File: src/rtl/credit_store.sv
// credit_store: packs a 16-bit packet into one ram_b line, records its descriptor in ram_a and emits the credit index
module credit_store #(
  parameter int LINE_BASE  = 0,
  parameter int LINE_COUNT = 256
) (
  input  logic        aclk,
  input  logic        aresetn,
  input  logic [15:0] in_tdata,
  input  logic        in_tvalid,
  input  logic        in_tlast,
  output logic        in_tready,
  input  logic [7:0]  free_tdata,
  input  logic        free_tvalid,
  output logic        free_tready,
  output logic [7:0]  wr_a_addr,
  output logic [15:0] wr_a_data,
  output logic        wr_a_valid,
  output logic [11:0] wr_b_addr,
  output logic [15:0] wr_b_data,
  output logic        wr_b_valid,
  output logic [7:0]  out_tdata,
  output logic        out_tvalid,
  input  logic        out_tready
);
  typedef enum logic [1:0] {GET_CRED, DATA, DESC, OUT} state_t;
  localparam logic [7:0] FIRST = 8'(LINE_BASE);
  localparam logic [7:0] LAST  = 8'(LINE_BASE + LINE_COUNT - 1);
  state_t     state, next;
  logic       live;
  logic [7:0] desc, line;
  logic [4:0] cnt;
  logic       take, beat, store;
  assign take  = free_tvalid & free_tready;
  assign beat  = in_tvalid & in_tready;
  assign store = beat & ~cnt[4];
  // state register
  always_ff @(posedge aclk or negedge aresetn)
    if (!aresetn) state <= GET_CRED;
    else state <= next;
  // one credit per packet, tlast closes the packet, then descriptor write and index handshake
  always_comb begin
    next = state;
    unique case (state)
      GET_CRED: next = take ? DATA : GET_CRED;
      DATA:     next = (beat & in_tlast) ? DESC : DATA;
      DESC:     next = OUT;
      OUT:      next = out_tready ? GET_CRED : OUT;
    endcase
  end
  // handshakes and descriptor write decoded from state; live keeps free_tready low while in reset
  always_comb begin
    free_tready = live & (state == GET_CRED);
    in_tready   = state == DATA;
    wr_a_valid  = state == DESC;
    wr_a_addr   = wr_a_valid ? desc : 8'd0;
    wr_a_data   = wr_a_valid ? {3'd0, cnt, line} : 16'd0;
    out_tvalid  = state == OUT;
    out_tdata   = out_tvalid ? desc : 8'd0;
  end
  // credit latch, saturating word count (16 means the line is full) and rotating line pointer
  always_ff @(posedge aclk or negedge aresetn)
    if (!aresetn) begin
      live <= 1'b0;
      desc <= '0;
      cnt  <= '0;
      line <= FIRST;
    end else begin
      live <= 1'b1;
      if (take) begin
        desc <= free_tdata;
        cnt  <= '0;
      end else if (store) cnt <= cnt + 5'd1;
      if (out_tvalid & out_tready) line <= (line == LAST) ? FIRST : line + 8'd1;
    end
  // registered ram_b word write; beats past the sixteenth are dropped
  always_ff @(posedge aclk or negedge aresetn)
    if (!aresetn) begin
      wr_b_valid <= 1'b0;
      wr_b_addr  <= '0;
      wr_b_data  <= '0;
    end else begin
      wr_b_valid <= store;
      if (store) begin
        wr_b_addr <= {line, cnt[3:0]};
        wr_b_data <= in_tdata;
      end
    end
endmodule

File: config.mk
export PLATFORM = sky130hd
export DESIGN_NAME = credit_store
export DESIGN_NICKNAME = d
export VERILOG_FILES = /design/src/rtl/credit_store.sv
export SDC_FILE = /design/constraint.sdc
export NUM_CORES = 1
export LEC_CHECK = 0
export CAP_MARGIN = 30
export CORE_ASPECT_RATIO = 2
export CORE_MARGIN = 5
export CORE_UTILIZATION = 40
export CTS_CLUSTER_DIAMETER = 30
export DETAILED_ROUTE_END_ITERATION = 10
export DONT_BUFFER_PORTS = 1
export GPL_ROUTABILITY_DRIVEN = 0
export HOLD_SLACK_MARGIN = 0.05
export PLACE_DENSITY = 0.64
export SKIP_LAST_GASP = 1
export SYNTH_ARGS = -nofsm -noshare
export SYNTH_HDL_FRONTEND = slang
export SYNTH_SLANG_ARGS = --single-unit
File: constraint.sdc
create_clock -name aclk -period 4.3 [get_ports aclk]
set_input_delay 0.645 -clock aclk [delete_from_list [all_inputs] [get_ports aclk]]
set_output_delay 0.645 -clock aclk [all_outputs]
set_load 0.005 [all_outputs]
== Word level (Yosys, flattened, before mapping) ==
Cells that the tools add are included.
Storage, ports and cells
  memory bits (writable): 0
  output and inout port bits: 65
  ROM bits: 0
  input port bits: 30
  memories: 0
  bits in registers: 53
  bits in latches: 0
Operators by class
  $mul: 0
  reduce and logical (&&, ||, !) cells: 2
  $lt $le $gt $ge: 0
  mux-type cells: 10
  equal/unequal tests: 4
  shift operators: 0
  $add $sub $neg: 2
  bitwise gates (word level): 7
  div/mod/pow operators: 0
Operators by type and width (number)
  two-way mux 8 bit: 3
  two-way mux 13 bit: 1
  two-way mux 5 bit: 2
  adder 8 x 1 -> 8 bit, second input constant: 1
  == test 8 bit, second input constant: 1
  one-hot mux 2 bit (4 select lines): 1
  bitwise AND 1 bit: 6
  adder 5 x 1 -> 5 bit, second input constant: 1
  == test 2 bit, second input constant: 2
  two-way mux 2 bit: 2
  == test 2 x 1 -> 1 bit, second input constant: 1
  zero test 2 bit: 1
  nonzero test 2 bit: 1
  two-way mux 1 bit: 1
  NOT 1 bit: 1

== Logic depth before layout (Yosys ltp) ==
  depth in word-level cells: 5
  gate-level depth with buffers: 8
  depth with buffers taken out: 4

== Worst setup path before layout ==
No wires, ideal clock.
  path kind: flip-flop to output port
  from: register state[0]
  to: output wr_a_data[10]
  arrival: 1068 ps
  slack: 2587 ps
  required time: 3655 ps
  stages on the path, launching flop included: 5
  path buffers: 2
  cell sequence: dfrtp_1 > buf_4 > nor2b_1 > clkbuf_1 > and2_1
Between the ends
  cells in the longest elaborated chain, start to end: 2
RTL lines
  from (decl): RTL line 28  | state_t state, next;
  from (signal assigned): RTL line 39  | else state <= next;
  == test 2 bit: RTL line 54  | wr_a_valid = state == DESC;
  named net wr_a_valid: RTL line 17  | output logic wr_a_valid,
  two-way mux 13 bit: RTL line 56  | wr_a_data = wr_a_valid ? {3'd0, cnt, line} : 16'd0;
  to (decl): RTL line 16  | output logic [15:0] wr_a_data,
The timed path passes the listed nets, and every way through them passes these cells.

== Worst setup path in the final report ==
  from: register state[1]
  to: output wr_a_addr[4]
Between the ends
  cells in the longest elaborated chain, start to end: 2
RTL lines
  == test 2 bit: RTL line 54
  two-way mux 8 bit: RTL line 55  | wr_a_addr = wr_a_valid ? desc : 8'd0;
  to (decl): RTL line 15  | output logic [7:0] wr_a_addr,
No other way between the ends.

==> key figures <==
Final layout
  – Final nets: 284
  – Antenna diode count: 0
  – Most frequent cells in the layout: 87 x nand2_1, 53 x dfrtp_1, 23 x and2_1, 9 x and3_1
  – Synth-to-Final Area Change: 5.57%
  – Fillers: 587
  – Layout cells sized above 1: around 8.7%
  – Commonest non-fill, non-tap cell in the layout: nand2_1

Route
  – Drt drc: 0
  – Initial DRT Pass Iterations: 4
  – Via count: 1713
  – Final wirelength: 5.61 mm
  – Average wire per standard cell: 17.7 um
  – Post-route ant nets: 0
  – DR iter-0 viols: approximately 140
  – Routed vias/inst: around 5.4

STA
  – Max-slew violations: 0
  – Fmax: 396 MHz
  – Endpoints failing setup: 0
  – Setup TNS: 0 ps
  – Slew @ Worst Pin: 881 ps
  – Unrepaired setup endpoints after global routing: no
  – Fin. Hold Viols: 0
  – Fin crit period: 2530 ps
  – Hold WS: 206 ps
  – Worst Clk Skew: 3.66 ps
  – Final Cycle Share: slightly below 60%
  – Worst slew margin: 41.2%

Synthesis
  – Mean Syn Cell Area: 9.58 sq um
  – Synth Area in Compound Gates: under 10%
  – Post-synth EDFFs: 0
  – Multiplexer share of the synthesized area: ~4.3%
  – Async set-reset flop share out of synthesis: 100%
  – Post-Synth Simple-Gate Area: 27.8%
  – Sequential fraction of the synthesis area: 53.6%
  – Mapped Cells: 258
  – Largest family of logic cells by synthesized area: simple AND/OR/NAND/NOR gates
  – Unique masters post-synth: 33
  – Adder-Cell Fraction of Synth Area: 1.01%
  – Xor/xnor share of the synthesized area: 1.42%
  – Flops & latches, synth: 53
  – Cell Area, Synth: 2470 sq um
  – Syn. warnings: 0
  – Primary FF master, synth: dfrtp_1

Critical path
  – Worst EP arrival: 1880 ps
  – Crit path kind: reg -> out
  – Worst path max stage delay: 610 ps
  – Reg2Reg Setup Slack: 2040 ps
  – Startpoint Class: flip-flop
  – Worst endpoint required time: 3650 ps
  – CP cell instances: nor2b_1, buf_4, and2_1
  – R2r worst-path depth: 5
  – Crit-path max FO: 18
  – Worst R2R Start: state[1]
  – Worst setup EP type: output pin
  – Worst path slowest cell: dfrtp_1
  – RR Endpoint: cnt[4]

Clocking
  – Later-pin clock latency in the skew report: 290 ps
  – Clock Path Buffers: 2
  – CTS Root Cell: clkbuf_16
  – Clock transition at the registers of the reported paths: 70 ps
  – CTS Buf Count: 5
  – # resized after CTS: 0
  – CTS H-tree lvls: 2
  – CTS tree: done
  – TritonCTS Sinks: 53

Power
  – Pwr/cell area: ~700 nW/um^2
  – Peak VDD IR: about 0.27 mV
  – Pleak: 1.30 nW
  – PnR Total Power: 1.83 mW

Die
  – Core area: 6010 sq um
  – FP Rows: 40
  – Die Footprint: ~8000 sq um
  – Die Y: ~120 um
  – Io pins: 95
  – Die span in x: about 66 um
  – Initial core utilization: between 40% and 50%

Run status
  – Outcome: finished clean

Global routing
  – All-layer global routing usage: 15.1%
  – Vias in the first global route: between 1500 and 2000
  – Congestion Overflow GR: 0
  – Largest net degree at the start of global routing: 54
  – First-pass GRT wire length: 9.07 mm
  – Initial antenna violation count: 0

Hold path
  – Class of the worst hold path: in -> async

Placed design
  – Detailed Place HPWL: approximately 4.0 mm
  – Port Buffers: 0

Job
  – Max-Cap Viols: 0
==> what timing repair did <==
action	4_1_cts	5_1_grt
hold buffers	1	0
buffers inserted	0	0
endpoints found under the hold margin	53	0
==> critical path: cells and delay by family, from the launching register on <==
kind	cells	cell delay, ps
buffers and inverters	1	280
and+or+nand+nor	2	690
DFF	1	610
==> area by class of cell <==
class | count | area [sq um] | area share [%]
Clock buffer | 5 | 125 | 4.79
Clock inverter | 3 | 17.5 | 0.671
Inverter | 7 | 26.3 | 1.01
Multi-Input combinational cell | 182 | 993 | 38.1
Sequential cell | 53 | 1330 | 50.8
Tap cell | 63 | 78.8 | 3.02
Timing Repair Buffer | 3 | 42.5 | 1.63
==> flip-flops by register name (all words and copies together), names as in the netlist <==
| signal | flops |
|---|---|
| wr_b_data | 16 |
| wr_b_addr | 12 |
| desc | 8 |
| line | 8 |
| cnt | 5 |
| state | 2 |
| live | 1 |
| wr_b_valid | 1 |
==> per-stage QoR <==
stage	utilization (%)	cell area (sq um)	cells	setup slack [ps]
6_report	43.5	2610	316	1770
5_1_grt	43.5	2610	316	1610
4_1_cts	43.5	2610	316	1760
3_5_place_dp	40.6	2440	307	2000
3_3_place_gp	40.6	2440	307	2080
2_1_floorplan	-	2480	260	2590
==> layer usage <==
metal  GRT usage, %  wire (um)  vias up
li1               -          -      809
met4           7.92        173        0
met5              0          0        -
met1           17.2       2120      824
met3           4.73        402       12
met2           24.9       2910       68
==> worst max-delay path by stage <==
stage	startpoint	to	slack, ps	depth (start not counted)
floorplan	state[0]	wr_a_data[10]	2590	4
global placement	state[1]	cnt[4]	2080	5
detailed placement	state[1]	cnt[4]	2000	5
CTS	state[1]	wr_a_addr[4]	1760	3
global route	state[1]	wr_a_data[0]	1610	3
finish	state[1]	wr_a_addr[4]	1770	3
==> Yosys cell counts, types with 5 or more instances <==
| library cell | count | area (sq um) |
|---|---|---|
| nand2_1 | 87 | 327 |
| dfrtp_1 | 53 | 1330 |
| and2_1 | 23 | 144 |
| and3_1 | 9 | 56.3 |
| clkbuf_1 | 7 | 26.3 |
| inv_1 | 7 | 26.3 |
| o21ai_0 | 7 | 35.0 |
| nor2_1 | 6 | 22.5 |
| buf_4 | 5 | 37.5 |
| nand3_1 | 5 | 25.0 |
==> report_power, final <==
group          internal (mW)  switching [mW]  total (mW)
registers              0.709           0.228       0.937
logic                  0.219           0.286       0.505
clock network          0.214           0.179       0.393
total                   1.14           0.693        1.83
==> cell families (layout without fill, tap and decap cells) <==
kind of cell	after synthesis	after routing
AOI/OAI and AO/OA	20	20
xor gates and xnor gates	4	4
adders and majority gates	2	2
buffers and inverters	25	18
DFF	53	53
muxes	8	8
other	2	4
and+or+nand+nor	144	144
Note: power is estimated with default switching activity, not from simulation.
